==> config.mk <==
export PLATFORM = sky130hd
export DESIGN_NAME = uart_transmitter_flat
export DESIGN_NICKNAME = d
export VERILOG_FILES = /design/src/rtl/uart_pkg.sv /design/src/rtl/uart_transmitter_if.sv /design/src/rtl/tx_timer.sv /design/src/rtl/uart_transmitter.sv /design/src/flat_wrapper.sv
export SDC_FILE = /design/constraint.sdc
export NUM_CORES = 1
export LEC_CHECK = 0
export BUFFER_PORTS_ARGS = -buffer_cell sky130_fd_sc_hd__buf_2
export CORE_UTILIZATION = 58
export CTS_CLUSTER_SIZE = 8
export DETAILED_ROUTE_END_ITERATION = 12
export PLACE_DENSITY = 0.78
export SYNTH_ARGS = -nofsm -noshare
export SYNTH_HDL_FRONTEND = slang
export SYNTH_HIERARCHICAL = 1
export SYNTH_SLANG_ARGS = --single-unit
==> constraint.sdc <==
create_clock -name clk -period 2.1 [get_ports clk]
set_input_delay 0.105 -clock clk [delete_from_list [all_inputs] [get_ports clk]]
set_output_delay 0.105 -clock clk [all_outputs]
set_load 0.05 [all_outputs]
==> src/rtl/uart_pkg.sv <==
// Shared UART definitions: FSM states, data width, default bit timing.
// Used by both the transmitter and the receiver.
package uart_pkg;

    localparam int unsigned DATA_BITS            = 8;
    localparam int unsigned CLKS_PER_BIT_DEFAULT = 10;
    localparam int unsigned TIMER_W              = 8;
    localparam int unsigned BIT_IDX_W            = $clog2(DATA_BITS);

    typedef enum logic [1:0] {
        IDLE  = 2'd0,
        START = 2'd1,
        DATA  = 2'd2,
        STOP  = 2'd3
    } uart_state_e;

    typedef logic [DATA_BITS-1:0] uart_byte_t;

    // True when idx addresses the final (MSB) data bit of a frame.
    function automatic logic is_last_bit(input logic [BIT_IDX_W-1:0] idx);
        return idx == BIT_IDX_W'(DATA_BITS - 1);
    endfunction

endpackage

==> src/rtl/uart_transmitter_if.sv <==
// Transmit-side handshake and serial line bundle.
//   tx_data    : byte to send, sampled on acceptance
//   tx_start   : send request, level-sampled each clock
//   serial_out : serial line, idle high
//   tx_busy    : frame in progress
//   tx_done    : one-cycle frame-complete pulse
// master = request source, slave = transmitter.
interface uart_transmitter_if import uart_pkg::*; ();

    uart_byte_t tx_data;
    logic       tx_start;
    logic       serial_out;
    logic       tx_busy;
    logic       tx_done;

    modport master (
        output tx_data,
        output tx_start,
        input  serial_out,
        input  tx_busy,
        input  tx_done
    );

    modport slave (
        input  tx_data,
        input  tx_start,
        output serial_out,
        output tx_busy,
        output tx_done
    );

endinterface

==> src/rtl/tx_timer.sv <==
// Bit timer: counts 1..ROLL while enabled, wrapping back to 1.
//   clk, n_rst : clock, async active-low reset
//   clear      : load count 1 (first cycle of a new bit); overrides en
//   en         : advance the count
//   rollover   : registered, high during the cycle the count sits at ROLL
module tx_timer #(
    parameter int unsigned WIDTH = 8,
    parameter int unsigned ROLL  = 10
) (
    input  logic clk,
    input  logic n_rst,
    input  logic clear,
    input  logic en,
    output logic rollover
);

    localparam logic [WIDTH-1:0] ONE      = WIDTH'(1);
    localparam logic [WIDTH-1:0] ROLL_V   = WIDTH'(ROLL);
    localparam logic [WIDTH-1:0] ROLL_PRE = WIDTH'(ROLL - 1);

    logic [WIDTH-1:0] cnt_q, cnt_d;
    logic             roll_q, roll_d;

    // Flag is raised one edge ahead so it lines up with count == ROLL.
    always_comb begin
        cnt_d  = cnt_q;
        roll_d = 1'b0;
        if (clear) begin
            cnt_d = ONE;
        end else if (en) begin
            cnt_d  = (cnt_q == ROLL_V) ? ONE : cnt_q + ONE;
            roll_d = (cnt_q == ROLL_PRE);
        end
    end

    always_ff @(posedge clk or negedge n_rst) begin
        if (!n_rst) begin
            cnt_q  <= '0;
            roll_q <= 1'b0;
        end else begin
            cnt_q  <= cnt_d;
            roll_q <= roll_d;
        end
    end

    assign rollover = roll_q;

endmodule

==> src/rtl/uart_transmitter.sv <==
// UART transmitter: 8N1 frames (start 0, 8 data LSB first, stop 1).
//   clk, n_rst : clock, async active-low reset
//   bus        : uart_transmitter_if.slave (tx_data, tx_start in;
//                serial_out, tx_busy, tx_done out, all registered)
// A request is accepted only in IDLE; the byte is latched at acceptance
// and serial_out/tx_busy change on that same edge.
module uart_transmitter import uart_pkg::*; #(
    parameter int unsigned CLKS_PER_BIT = CLKS_PER_BIT_DEFAULT
) (
    input  logic                clk,
    input  logic                n_rst,
    uart_transmitter_if.slave   bus
);

    if (CLKS_PER_BIT < 2 || CLKS_PER_BIT > 255) begin : g_bad_param
        $error("uart_transmitter: CLKS_PER_BIT must be in 2..255");
    end

    uart_state_e            state_q, state_d;
    uart_byte_t             shift_q, shift_d;
    logic [BIT_IDX_W-1:0]   bit_idx_q, bit_idx_d;
    logic                   serial_q, serial_d;
    logic                   busy_q, busy_d;
    logic                   done_q, done_d;

    logic                   accept_c;
    logic                   timer_en_c;
    logic                   bit_end;

    assign timer_en_c = (state_q != IDLE);

    tx_timer #(
        .WIDTH (TIMER_W),
        .ROLL  (CLKS_PER_BIT)
    ) u_timer (
        .clk      (clk),
        .n_rst    (n_rst),
        .clear    (accept_c),
        .en       (timer_en_c),
        .rollover (bit_end)
    );

    // Next-state and next-output logic; outputs are computed here so
    // they reach the pins straight from flops.
    always_comb begin
        state_d   = state_q;
        shift_d   = shift_q;
        bit_idx_d = bit_idx_q;
        serial_d  = serial_q;
        busy_d    = busy_q;
        done_d    = 1'b0;
        accept_c  = 1'b0;

        unique case (state_q)
            IDLE: begin
                serial_d = 1'b1;
                busy_d   = 1'b0;
                if (bus.tx_start) begin
                    accept_c  = 1'b1;
                    state_d   = START;
                    shift_d   = bus.tx_data;
                    bit_idx_d = '0;
                    serial_d  = 1'b0;
                    busy_d    = 1'b1;
                end
            end

            START: begin
                if (bit_end) begin
                    state_d  = DATA;
                    serial_d = shift_q[0];
                end
            end

            DATA: begin
                if (bit_end) begin
                    shift_d   = shift_q >> 1;
                    bit_idx_d = bit_idx_q + BIT_IDX_W'(1);
                    if (is_last_bit(bit_idx_q)) begin
                        state_d  = STOP;
                        serial_d = 1'b1;
                    end else begin
                        serial_d = shift_q[1];
                    end
                end
            end

            STOP: begin
                // tx_start is not looked at here, so a request during the
                // final stop cycle is dropped rather than queued.
                if (bit_end) begin
                    state_d  = IDLE;
                    busy_d   = 1'b0;
                    done_d   = 1'b1;
                    serial_d = 1'b1;
                end
            end

            default: begin
                state_d = IDLE;
            end
        endcase
    end

    always_ff @(posedge clk or negedge n_rst) begin
        if (!n_rst) begin
            state_q   <= IDLE;
            shift_q   <= '0;
            bit_idx_q <= '0;
            serial_q  <= 1'b1;
            busy_q    <= 1'b0;
            done_q    <= 1'b0;
        end else begin
            state_q   <= state_d;
            shift_q   <= shift_d;
            bit_idx_q <= bit_idx_d;
            serial_q  <= serial_d;
            busy_q    <= busy_d;
            done_q    <= done_d;
        end
    end

    assign bus.serial_out = serial_q;
    assign bus.tx_busy    = busy_q;
    assign bus.tx_done    = done_q;

endmodule

==> src/flat_wrapper.sv <==
// flat-port wrapper written by rule: the top's interface ports become plain ports
module uart_transmitter_flat import uart_pkg::*;
#(
    parameter int unsigned CLKS_PER_BIT = CLKS_PER_BIT_DEFAULT
)
  (clk, n_rst, bus_tx_data, bus_tx_start, bus_serial_out, bus_tx_busy, bus_tx_done);
  uart_transmitter_if bus_i ();
  input  logic clk;
  input  logic n_rst;
  input wire logic [$bits(bus_i.tx_data)-1:0] bus_tx_data;
  input wire logic [$bits(bus_i.tx_start)-1:0] bus_tx_start;
  output wire logic [$bits(bus_i.serial_out)-1:0] bus_serial_out;
  output wire logic [$bits(bus_i.tx_busy)-1:0] bus_tx_busy;
  output wire logic [$bits(bus_i.tx_done)-1:0] bus_tx_done;
  assign bus_i.tx_data = bus_tx_data;
  assign bus_i.tx_start = bus_tx_start;
  assign bus_serial_out = bus_i.serial_out;
  assign bus_tx_busy = bus_i.tx_busy;
  assign bus_tx_done = bus_i.tx_done;
  uart_transmitter #(.CLKS_PER_BIT(CLKS_PER_BIT)) u_core (.clk(clk), .n_rst(n_rst), .bus(bus_i));
endmodule
# == Word level (Yosys, flattened, before mapping) ==
# Cells that the tools add are included.
# classes
n_reduce_logical,9
mux,29
n_addsub,2
n_eq_ne,11
# op_table
cell,n
2-to-1 mux 8 bit,5
== test 8 x 4 -> 1 bit (second input constant),2
one-hot mux 8 bit (2 select lines),1
2-to-1 mux 1 bit,12
2-to-1 mux 2 bit,5
adder 8 x 1 -> 8 bit (second input constant),1
!= test 2 bit (second input constant),4
one-hot mux 2 bit (4 select lines),1
nonzero test 2 bit,4
2-to-1 mux 3 bit,2
one-hot mux 3 bit (2 select lines),1
AND reduction 3 bit,2
AND reduction 5 bit,1
== test 2 bit (second input constant),2
one-hot mux 1 bit (4 select lines),1
adder 3 x 1 -> 3 bit (second input constant),1
== test 3 bit (second input constant),1
== test 2 x 1 -> 1 bit (second input constant),1
logical NOT 2 bit,1
!= test 2 x 1 -> 1 bit (second input constant),1
one-hot mux 1 bit (2 select lines),1
AND reduction 2 bit,1
# word_totals
word_cells,59
regBits,25
inputBits,11
output_inout_bits,3

# == Depth between registers and ports, before layout ==
# Gate-level depths: netlist of run 1.
# logic_depth
depth_word,4
depth_mapped,8
mapped_depth_nobuf,7

# == Hierarchy ==
# Netlist of run 1, hierarchy kept.
# modules_own_cells
module,cells_each,area_each_um2,instances,seq_area_each_um2
uart_transmitter,83,952.2,1,401.6
tx_timer,50,528.0,1,225.2

# == Worst setup path before layout of run 1 ==
# No wires, ideal clock.
# synth_timing
kind,register to register
from,reg u_core.state_q[0]
to,reg u_core.u_timer.cnt_q[6]
stages_incl_launch_ff,9
setup_slack_ps,290
n_path_buf,1
setup_ps,78
t_required_ps,2022
t_arrival_ps,1733
period_less_slack_ps,1810
path_cell_list,dfrtp_1 -> inv_1 -> ha_1 -> and2_1 -> or2_1 -> buf_6 -> nand4_4 -> or3_1 -> a21boi_1
# synth_between
elab_chain_cells,3
word_cells_on_any_way,5
classes_between,mux (2); reduce/logical (3)
# synth_rtl
element,line,text
"start, declared",uart_transmitter.sv:19,"uart_state_e state_q, state_d;"
"start signal, assigned",uart_transmitter.sv:114,state_q <= state_d;
logical NOT 2 bit (*),uart_transmitter.sv:54,unique case (state_q)
2-to-1 mux 1 bit (*),uart_transmitter.sv:54,
via u_core.accept_c,uart_transmitter.sv:26,logic accept_c;
2-to-1 mux 8 bit or nonzero test 2 bit (tied branches),n/a,
"end signal, assigned",tx_timer.sv:41,cnt_q <= cnt_d;
"end, declared",tx_timer.sv:21,"logic [WIDTH-1:0] cnt_q, cnt_d;"
# The timed path passes the listed nets; every way through them passes the cells marked *.
# A chain may end at the register's enable or synchronous reset.

# == Final worst setup path of run 1 ==
# Ends and elaborated chain as after synthesis.

==> results.sh, run 1 <==
export IMPL_hold_viol_final=0
export IMPL_place_port_buffers=13
export IMPL_final_period_utilization=0.926
export IMPL_dp_hpwl_mm=2.01
export IMPL_overflow=0
export IMPL_synth_cell_types=42
export IMPL_async_flop_share=1.00
export IMPL_crit_arrival_ps=2200
export IMPL_post_route_min_period_ps=1940
export IMPL_core_area_um2=2300
export IMPL_whs_path_depth=3
export IMPL_mostFrequentLayoutCells="dfrtp_1, mux2_2, buf_2"
export IMPL_switchingPower_mw=0.153
export IMPL_place_congestion=0.752
export IMPL_r2r_start="u_core/state_q[0]"
export IMPL_whs_ps=77.4
export IMPL_pwr_share_clk=0.298
export IMPL_ys_flop_type="dfrtp_1"
export IMPL_wl_per_cell_um=15.0
export IMPL_start_kind="flip-flop"
export IMPL_p_comb_frac=0.028
export IMPL_yosys_warnings=6
export IMPL_yosysTopAreaCellShare=0.406
export IMPL_synth_edf_count=0
export IMPL_diodes=0
export IMPL_hold_end="u_core/shift_q[7]"
export IMPL_cts_buffer_depth=2
export IMPL_clkLatencyLatePin_ps=310
export IMPL_critPathRequiredTime_ps=2350
export IMPL_cts_resized=0
export IMPL_ant_nets=0
export IMPL_antenna_found_initial=0
export IMPL_synth_nets=154
export IMPL_placed_area_um2=1550
export IMPL_rsz0062_at_grt="false"
export IMPL_grt_usage=0.222
export IMPL_yosys_area_top_type="dfrtp_1"
export IMPL_path_clk_slew_ps=140
export IMPL_drt_iter0_markers=10
export IMPL_route_vias_total=1034
export IMPL_seq_area_frac_synth=0.423
export IMPL_stdcell_count=177
export IMPL_syn_area_um2=1480
export IMPL_io_pins=14
export IMPL_ys_top_cells_by_area="dfrtp_1, mux2_2, ha_1"
export IMPL_dieArea_um2=2760
export IMPL_stdcell_area_um2=1590
export IMPL_p_leak_nw=0.790
export IMPL_cts_made_buffers=3
export IMPL_syn2layout_area_growth_pct=7.61
export IMPL_n_fill_cell=181
export IMPL_nets=171
export IMPL_worst_slack_ps=155
export IMPL_placed_cells=172
export IMPL_finalSetupViolCount=0
export IMPL_grt_pass1_wl_mm=4.42
export IMPL_routed_via_density=5.84
export IMPL_routed_wl_mm=2.65
export IMPL_start_util=0.644
export IMPL_die_w_um=52.5
export IMPL_final_util=0.693
export IMPL_grt_max_degree=26
export IMPL_cts_root_buf="clkbuf_4"
export IMPL_avgSynthCellArea_um2=11.1
export IMPL_setup_tns_ps=0
export IMPL_power_internal_mw=0.562
export IMPL_tightest_slew_ps=541
export IMPL_pwr_share_seq=0.673
export IMPL_finalPower_mw=0.715
export IMPL_swShare=0.214
export IMPL_status="complete, no violations"
export IMPL_htreeDepth=1
export IMPL_endpoint_kind="flip-flop"
export IMPL_row_count=17
export IMPL_final_max_slew_viol_count=0
export IMPL_vdd_ir_drop_max_uv=517
export IMPL_hp_start="bus_tx_data[7]"
export IMPL_grt_pass1_vias=1013
export IMPL_layout_commonest_cell="dfrtp_1"
export IMPL_reg2reg_slack_ps=160
export IMPL_drive_gt1_frac=0.309
export IMPL_cts_tree="done"
export IMPL_worst_r2r_path_depth=7
export IMPL_dieHeight_um=52.5
export IMPL_syn_inst=133
export IMPL_place_ws_ps=173
export IMPL_critical_path_class="flip-flop to flip-flop"
export IMPL_hold_path_class="input port to flip-flop"
export IMPL_first_pass_iters=4
export IMPL_powerDensity_nw_per_um2=449
export IMPL_fmax_ghz=0.514
export IMPL_finClkSkew_ps=6.59
export IMPL_maxSlewHeadroom=0.639
export IMPL_synth_seq_cells=25
export IMPL_reg2reg_to="u_core/u_timer/cnt_q[6]"
export IMPL_max_cap_violations=0
export IMPL_clock_sinks=25
export IMPL_drc=0
export IMPL_path_max_fanout=5
## area by class of cell
cell class / instances / area [um2] / area share
clock buffers: 3 / 22.5 / 0.0141
clock inverters: 1 / 7.51 / 0.00471
inverters: 9 / 33.8 / 0.0212
multi-input cells: 95 / 777 / 0.488
flip-flops and latches: 25 / 627 / 0.394
well taps: 28 / 35.0 / 0.0220
repair buffers: 16 / 90.1 / 0.0566
## power groups by stage
stage	registers, mW	clock network (mW)	logic [mW]
floorplan	0.491	0	0.000708
global placement	0.491	0	0.0196
detailed placement	0.491	0	0.0196
CTS	0.482	0.223	0.0210
global route	0.482	0.252	0.0238
finish	0.482	0.213	0.0203
## sequential cells by signal (all words and copies together), names as in the netlist
register and count:
u_core/state_q 2, u_core/bus.tx_busy 1, u_core/u_timer/cnt_q 8, u_core/bus.tx_done 1, u_core/bit_idx_q 3, u_core/bus.serial_out 1, u_core/u_timer/rollover 1, u_core/shift_q 8
## cell usage after synthesis, drive strengths merged, types with 2 or more instances
master	instances
nand2	10
o21ai	6
dfrtp	24
buf	4
a21boi	2
ha	10
and2b	3
a21oi	5
xnor2	3
and3	2
and2	5
mux2	15
nor2b	2
a31oi	3
nor2	4
nor4b	2
nor3	2
o22ai	5
inv	9
a22o	2
## layer usage
metal / GRT usage / vias to the layer above / share of wire
li1: - / 504 / -
met1: 0.273 / 502 / 0.45
met2: 0.386 / 22 / 0.52
met3: 0.0319 / 6 / 0.029
met4: 0.0877 / 0 / 0.0079
met5: 0 / - / 0
## worst max-delay path by stage
stage                            startpoint                      end  slack, ps  depth (start not counted)
final                     u_core/state_q[0]  u_core/u_timer/cnt_q[6]        160                          7
after global routing      u_core/state_q[0]  u_core/u_timer/cnt_q[6]         20                          7
after CTS                 u_core/state_q[1]  u_core/u_timer/cnt_q[6]        160                          7
after detailed placement  u_core/state_q[0]  u_core/u_timer/cnt_q[6]        170                          7
after global placement    u_core/state_q[0]  u_core/u_timer/cnt_q[6]        280                          7
after floorplan           u_core/state_q[0]  u_core/u_timer/cnt_q[6]        290                          8
## repair_timing
item,CTS,global route
hold buffers,1,0
endpoints found under the setup margin,0,0
setup buffers,0,0
hold endpoints to repair,24,0
## worst max-delay path, cell delays in order, from the launching register on
cell	delay [ps]
dfrtp_1	420
inv_1	130
ha_1	270
and2_1	220
or2_1	210
nand4_4	130
or3_1	360
a21boi_1	150
## cells by family after synthesis
logic type	Yosys count	synth area share
AND/OR/NAND/NOR	37	0.163
flip-flops	25	0.424
multiplexers	16	0.123
buffers and inverters	13	0.0516
adder cells (fa/ha/maj)	10	0.0845
XOR/XNOR	3	0.0178
AO/OA/AOI/OAI	29	0.136
Note: power is estimated with default switching activity, not from simulation.
==> run 2: changes to the inputs <==
--- a/config.mk
+++ b/config.mk
@@ -5,11 +5,12 @@
 export SDC_FILE = /design/constraint.sdc
 export NUM_CORES = 1
 export LEC_CHECK = 0
-export BUFFER_PORTS_ARGS = -buffer_cell sky130_fd_sc_hd__buf_2
-export CORE_UTILIZATION = 58
+export ABC_AREA = 0
+export CORE_UTILIZATION = 60
 export CTS_CLUSTER_SIZE = 8
 export DETAILED_ROUTE_END_ITERATION = 12
-export PLACE_DENSITY = 0.78
+export DONT_BUFFER_PORTS = 1
+export PLACE_DENSITY = 0.76
 export SYNTH_ARGS = -nofsm -noshare
 export SYNTH_HDL_FRONTEND = slang
 export SYNTH_HIERARCHICAL = 1
==> run 2 against run 1 <==
  * Clock power is essentially flat
  * Fmax grew 0.21%
  * Combinational power shrank 16%
  * Critical path depth is the same
  * Final area shrank 2.2%
  * Largest power group unchanged
  * Routed wire length shrank 0.76%
==> results.sh, run 2 (same netlist as run 1, synthesis figures left out) <==
export IMPL_status="complete, no violations"
export IMPL_syn2layout_area_growth_pct=5.24
export IMPL_start_util=0.650
export IMPL_powerDensity_nw_per_um2=456
export IMPL_max_cap_violations=0
export IMPL_power_internal_mw=0.563
export IMPL_nets=160
export IMPL_drc=0
export IMPL_path_max_fanout=5
export IMPL_final_util=0.684
export IMPL_first_pass_iters=4
export IMPL_cpPeakStageDelay_ps=430
export IMPL_ant_nets=0
export IMPL_grt_pass1_wl_mm=4.43
export IMPL_grt_usage=0.229
export IMPL_tightest_slew_ps=495
export IMPL_pwr_share_seq=0.678
export IMPL_final_max_slew_viol_count=0
export IMPL_cts_made_buffers=3
export IMPL_endpoint_kind="flip-flop"
export IMPL_post_route_min_period_ps=1940
export IMPL_swShare=0.208
export IMPL_reg2reg_slack_ps=160
export IMPL_clkLatencyLatePin_ps=310
export IMPL_n_fill_cell=178
export IMPL_place_congestion=0.843
export IMPL_setup_tns_ps=0
export IMPL_critPathRequiredTime_ps=2340
export IMPL_critical_path_class="flip-flop to flip-flop"
export IMPL_drive_gt1_frac=0.254
export IMPL_cts_tree="done"
export IMPL_antenna_found_initial=0
export IMPL_drt_iter0_markers=23
export IMPL_maxSlewHeadroom=0.670
export IMPL_start_kind="flip-flop"
export IMPL_die_w_um=51.7
export IMPL_place_port_buffers=0
export IMPL_p_comb_frac=0.024
export IMPL_largest_registers="u_core/shift_q x8, u_core/u_timer/cnt_q x8, u_core/bit_idx_q x3"
export IMPL_routed_wl_mm=2.63
export IMPL_dp_hpwl_mm=2.02
export IMPL_dieHeight_um=51.7
export IMPL_p_leak_nw=0.751
export IMPL_switchingPower_mw=0.148
export IMPL_cts_root_buf="clkbuf_4"
export IMPL_pwr_share_clk=0.298
export IMPL_vdd_ir_drop_max_uv=387
export IMPL_finalSetupViolCount=0
export IMPL_grt_pass1_vias=956
export IMPL_path_cells="inv_1 -> ha_2 -> and2_2 -> or2_1 -> nand4_4 -> or3_1 -> a21boi_1"
export IMPL_io_pins=14
export IMPL_dieArea_um2=2670
export IMPL_core_area_um2=2280
export IMPL_grt_max_degree=26
export IMPL_mostFrequentLayoutCells="dfrtp_1, mux2_2, nand2_1"
export IMPL_hold_path_class="input port to flip-flop"
export IMPL_fmax_ghz=0.515
export IMPL_row_count=17
export IMPL_route_vias_total=1011
export IMPL_path_clk_slew_ps=140
export IMPL_final_period_utilization=0.924
export IMPL_crit_slowest_cell="dfrtp_1"
export IMPL_htreeDepth=1
export IMPL_routed_via_density=6.09
export IMPL_finClkSkew_ps=7.79
export IMPL_diodes=0
export IMPL_layout_commonest_cell="dfrtp_1"
export IMPL_cts_buffer_depth=2
export IMPL_crit_arrival_ps=2180
export IMPL_hold_viol_final=0
export IMPL_overflow=0
export IMPL_rsz0062_at_grt="false"
export IMPL_wl_per_cell_um=15.8
export IMPL_clock_sinks=25
## run 2: worst paths after layout
kind / startpoint / endpoint / cells past startpoint
max in group asynchronous: n_rst / u_core/bus.serial_out / 2
min in group asynchronous: n_rst / u_core/u_timer/cnt_q[5] / 2
min: bus_tx_start / u_core/bit_idx_q[0] / 3
max reg2reg: u_core/state_q[0] / u_core/u_timer/cnt_q[6] / 7
min reg2reg: u_core/shift_q[6] / u_core/shift_q[6] / 1
max: u_core/state_q[0] / u_core/u_timer/cnt_q[6] / 7
## run 2: through the flow
| step | cell area, um2 | std cells | hold WS (ps) | total power [mW] | setup slack (ps) |
|---|---|---|---|---|---|
| finish | 1560 | 166 | 55.5 | 0.711 | 159 |
| global route | 1560 | 166 | 39.7 | 0.742 | 30.0 |
| CTS | 1550 | 166 | 50.7 | 0.721 | 9.10 |
| detailed placement | 1490 | 159 | -190 | 0.491 | 37.1 |
| global placement | 1490 | 159 | -190 | 0.491 | 190 |
| floorplan | 1480 | 133 | -191 | 0.491 | 290 |
## run 2: per-layer routing
layer	wire length (um)	global-route usage	vias to the layer above
met4	14	0.0676	0
met5	0	0	-
met3	89	0.0380	2
met2	1310	0.364	22
li1	-	-	482
met1	1210	0.321	505
## run 2: repair_timing
action / CTS / global route
hold endpoints to repair: 26 / 0
setup endpoints to repair: 0 / 1
buffers inserted: 0 / 0
hold buffers: 3 / 0
resized for setup: 0 / 2
## run 2: layout make-up
class                      instances  area [um2]  share of cell area
multi-input combinational         95         781               0.501
sequential                        25         627               0.402
timing repair buffer               5        55.1              0.0353
tap                               28        35.0              0.0225
inverter                           9        33.8              0.0217
clock buffer                       4        26.3              0.0169
## run 2: power groups by stage
stage | registers, mW | clock network, mW | logic, mW
floorplan | 0.491 | 0 | 0.000708
global placement | 0.491 | 0 | 0.000708
detailed placement | 0.491 | 0 | 0.000708
CTS | 0.482 | 0.221 | 0.0179
global route | 0.482 | 0.241 | 0.0195
finish | 0.481 | 0.212 | 0.0171
## run 2: worst max-delay path: cells and delay by family, from the launching register on
kind,cells,cell delay [ps]
simple gates,4,890
buf+inv,1,130
flops,1,430
fa+ha+maj,1,250
compound gates,1,170
